### config.mk
export PLATFORM = sky130hd
export DESIGN_NAME = garage_door_ctrl
export DESIGN_NICKNAME = d
export VERILOG_FILES = /design/src/rtl/garage_pkg.sv /design/src/rtl/garage_move_timer.sv /design/src/rtl/garage_door_ctrl.sv
export SDC_FILE = /design/constraint.sdc
export NUM_CORES = 1
export LEC_CHECK = 0
export ABC_AREA = 1
export CAP_MARGIN = 40
export CORE_UTILIZATION = 64
export CTS_BUF_LIST = sky130_fd_sc_hd__clkbuf_16
export DETAILED_ROUTE_END_ITERATION = 8
export DONT_BUFFER_PORTS = 1
export PLACE_DENSITY = 0.79
export SYNTH_ARGS = -nofsm -noshare
export SYNTH_HDL_FRONTEND = slang
export SYNTH_HIERARCHICAL = 1
export SYNTH_SLANG_ARGS = --single-unit
### constraint.sdc
create_clock -name clk -period 3.48 [get_ports clk]
set_input_delay 0.348 -clock clk [delete_from_list [all_inputs] [get_ports clk]]
set_output_delay 0.348 -clock clk [all_outputs]
set_load 0.005 [all_outputs]
### src/rtl/garage_pkg.sv
// garage_pkg: shared state encoding and default parameters for the garage door controller.
`default_nettype none

package garage_pkg;

  typedef enum logic [1:0] {
    IDLE  = 2'b00,
    MV_UP = 2'b01,
    MV_DN = 2'b10
  } state_t;

  localparam int MOVE_TIMEOUT_DEF = 4096;
  localparam int CNT_W_DEF        = 12;

endpackage

`default_nettype wire

### src/rtl/garage_move_timer.sv
// garage_move_timer: clearable saturating move watchdog; timeout is high once the count reaches TIMEOUT-1.
`default_nettype none

module garage_move_timer
  import garage_pkg::*;
#(
  parameter int TIMEOUT = MOVE_TIMEOUT_DEF,
  parameter int CNT_W   = CNT_W_DEF
) (
  input  logic clk,
  input  logic rst,
  input  logic clear,
  output logic timeout
);

  localparam logic [CNT_W-1:0] LIMIT = CNT_W'(TIMEOUT - 1);

  logic [CNT_W-1:0] count;

  // Saturating at LIMIT keeps the timeout asserted rather than wrapping back to zero.
  always_ff @(posedge clk or negedge rst) begin
    if (!rst) begin
      count <= '0;
    end else if (clear) begin
      count <= '0;
    end else if (count != LIMIT) begin
      count <= count + CNT_W'(1);
    end
  end

  assign timeout = (count == LIMIT);

endmodule

`default_nettype wire

### src/rtl/garage_door_ctrl.sv
// garage_door_ctrl: Moore FSM driving mutually exclusive up/down motor enables with a travel watchdog.
`default_nettype none

module garage_door_ctrl
  import garage_pkg::*;
#(
  parameter int MOVE_TIMEOUT = MOVE_TIMEOUT_DEF,
  parameter int CNT_W        = CNT_W_DEF
) (
  input  logic clk,
  input  logic rst,
  input  logic activate,
  input  logic up_max,
  input  logic dn_max,
  output logic up_m,
  output logic dn_m
);

  state_t state;
  state_t next_state;
  logic   timeout;

  // Every move starts from IDLE, so clearing while idle also clears on each move entry.
  garage_move_timer #(
    .TIMEOUT (MOVE_TIMEOUT),
    .CNT_W   (CNT_W)
  ) u_move_timer (
    .clk     (clk),
    .rst     (rst),
    .clear   (state == IDLE),
    .timeout (timeout)
  );

  always_ff @(posedge clk or negedge rst) begin
    if (!rst) begin
      state <= IDLE;
    end else begin
      state <= next_state;
    end
  end

  always_comb begin
    next_state = state;
    up_m       = 1'b0;
    dn_m       = 1'b0;
    case (state)
      IDLE: begin
        if (activate && up_max && !dn_max) begin
          next_state = MV_DN;
        end else if (activate && dn_max && !up_max) begin
          next_state = MV_UP;
        end
      end
      MV_UP: begin
        up_m = 1'b1;
        if (up_max || timeout) begin
          next_state = IDLE;
        end
      end
      MV_DN: begin
        dn_m = 1'b1;
        if (dn_max || timeout) begin
          next_state = IDLE;
        end
      end
      default: begin
        next_state = IDLE;
      end
    endcase
  end

endmodule

`default_nettype wire

==> impl_metrics.toml <==
[final_layout]
drive_gt1_share_pct = 13.45
finalNetCount = 127
antenna_cells = 0
fin_cells = 133
areaGrowthSynthToFinish_pct = 11.40

[detailed_routing]
highest_layer = "met4"
met2_length_um = 957
remaining_drc_errors = 0
drt-met1-wl_um = 801
viasPerCell = 5.827
first_pass_iters = 4
drt_iter0_markers = 32
vias = 775
drt_wl_total_um = 1936
drt-wirelength-per-cell_um = 14.56
detail-route-antenna-nets = 0
route.met3.wl_um = 91

[grt]
grt_pass1_vias = 695
grtUsageTotal_pct = 31.26
antenna_found_initial = 0
grt_pass1_wl_um = 2987
overflow = 0
grt_max_degree = 16

[sta]
slew-limit-headroom_pct = 57.67
finClkSkew_ps = 2.183
fmax_mhz = 632.1
finalSetupViolations = 0
fin_crit_ps = 1582
finalSetupTns_ps = 0
rsz0062_at_grt = "no"
drv_slew = 0
hold_viol_final = 0
worstMarginPinSlew_ps = 632.9
finalCritPeriodShare_pct = 45.46

[power]
switching_share_pct = 22.04
p_int_uw = 327.7
power_frac_comb_pct = 8.1
power_leakage_nw = 0.5446
p_switching_uw = 92.65
power_density_mw_per_mm2 = 440.9
seq_power_share_pct = 41.9
ir_worst_vdd_mv = 0.3631
power_frac_clock_pct = 50.1

[min_path]
hp-start = "dn_max"
hold_end = "state[1]"
hold_depth = 3
min_path_type = "in2reg"

[worst_setup_path]
crit_fanout = 7
crit_required_ps = 3660
cpMostUsedCell = "nand2_1"
worstPathCellList = "ha_1, nand3_1, inv_2, nand2_4, nor2_8, nor2_1, nand2_1, nand4_1, nand2_1"
cpPeakStageDelay_ps = 460
regToRegStartpoint = "u_move_timer/count[0]"
start_kind = "register"
ff2ff_path_depth = 9
cp_slowest_cell = "dfrtp_1"
crit_type = "reg2reg"
r2r_slack_ps = 1900
cp_data_arrival_time_ps = 1760
regToRegEndpoint = "state[0]"
crit_path_end_kind = "register"

[clock_network]
cts_made_buffers = 3
clk_path_buf_depth = 2
postCtsSetupRepairBufs = 0
cts.clk_slew.worst_paths_ps = 40
worstSkewPairLatency_ps = 240
cts_root_buf = "clkbuf_16"
cts_tree = "done"
htree_levels = 1
cts_sinks = 14

[floorplanning]
io_pins = 7
start_util_pct = 73.08
fp.dieArea_mm2 = 0.001488
die_h_um = 38.57
rows = 12
die_w_um = 38.57
core-area_mm2 = 0.001171

[placement]
gp_congestion = 0.7752
dpl.cell_count = 129
dp_hpwl_um = 1248
io_buffer_count = 0

[logic_synthesis]
syn_nets = 122
ys_warn_count = 6
synth_area_leader_cell = "dfrtp_1"
ys_ff_latch = 14
synthArstFlopShare_pct = 100.0
synth-seq-area-share_pct = 40.94
yosysMostFrequentCell = "nand2_1"
synthFlopType = "dfrtp_1"
synth_area_um2 = 855.8
netlist_top_cells_area = "dfrtp_1 (41%), nand2_1 (15%), nand3_1 (9.4%)"
synth_top_area_share_pct = 40.94
synthCells = 116
avgSynthCellArea_um2 = 7.378
synth.distinct_cells = 21
synthTopCellsByCount = "nand2_1 (35), nor2_1 (17), nand3_1 (16)"
synth_edf_count = 0

[run_status]
outcome = "complete, no violations"

[run]
drv_cap = 0
-- cells in the final DEF (no fill, tap or decap) --
cell type      count
a21o_1             1
a21oi_1            2
a21oi_2            1
clkbuf_16          3
dfrtp_1           14
dlygate4sd3_1      1
ha_1               1
inv_1             10
inv_2              2
nand2_1           35
nand2_2            1
nand2_4            2
nand3_1           16
nand4_1            4
nand4_4            1
nor2_1            17
nor2_2             1
nor2_4             1
nor2_8             1
o21ai_0            1
o21ai_1            1
or2_2              3
-- worst max-delay path, delay by kind of cell, from the launching register on --
family / cells / cell delay, ps
adders and majority gates: 1 / 300
DFF: 1 / 460
buffers and inverters: 1 / 100
and+or+nand+nor: 7 / 640
-- cell type report --
type / count / area [µm²]
Multi-Input combinational cell: 89 / 455.4
Sequential cell: 14 / 350.3
Fill cell: 79 / 217.7
Clock buffer: 3 / 75.07
Inverter: 12 / 45.04
Tap cell: 14 / 17.52
Timing Repair Buffer: 1 / 10.01
-- per-stage QoR --
stage	power (mW)	instance area, µm²	worst slack (ps)	hold WS [ps]	util, %
finish	0.4203	953.4	1898	272.4	81.41
floorplan	0.2017	855.8	2109	52.41	-
global placement	0.2058	868.3	2047	52.65	74.15
detailed placement	0.2067	868.3	1977	52.73	74.15
CTS	0.4223	953.4	1914	272.5	81.41
global route	0.4356	953.4	1805	277.1	81.41
-- worst max path at each step --
stage                               start  endpoint  slack, ps  depth (start not counted)
finish              u_move_timer/count[0]  state[0]       1900                          9
CTS                 u_move_timer/count[0]  state[0]       1910                          9
global placement    u_move_timer/count[0]  state[0]       2050                          9
floorplan           u_move_timer/count[0]  state[0]       2110                          9
global route        u_move_timer/count[0]  state[0]       1800                          9
detailed placement  u_move_timer/count[0]  state[0]       1980                          9
-- state kept, by name (all words and copies together), names as in the netlist --
name	flops
state	2
u_move_timer/count	12
-- per-layer routing --
| layer | GRT usage, % | up-vias |
|---|---|---|
| met2 | 52.08 | 28 |
| met1 | 33.33 | 356 |
| li1 | - | 381 |
| met3 | 9.827 | 10 |
| met5 | 0 | - |
| met4 | 20.69 | 0 |
-- kinds of logic (layout without fill, tap and decap cells) --
family | Yosys count | count (layout) | synth area share [%]
flip-flops | 14 | 14 | 40.94
buffers and inverters | 13 | 16 | 5.848
AND/OR/NAND/NOR | 82 | 82 | 47.52
adder cells (fa/ha/maj) | 1 | 1 | 1.462
AO/OA/AOI/OAI | 6 | 6 | 4.239
-- power by group through the flow --
stage / combinational, mW / sequential [mW] / clock [mW]
floorplan: 0.0253 / 0.176 / 0
global placement: 0.0286 / 0.177 / 0
detailed placement: 0.0292 / 0.178 / 0
CTS: 0.0336 / 0.175 / 0.213
global route: 0.0382 / 0.176 / 0.221
finish: 0.0340 / 0.176 / 0.210
-- what timing repair did --
item / in CTS / in global routing
gates resized for setup: 0 / 0
hold buffers: 1 / 0
hold endpoints to repair: 14 / 0
(Power assumes the default switching activity.)
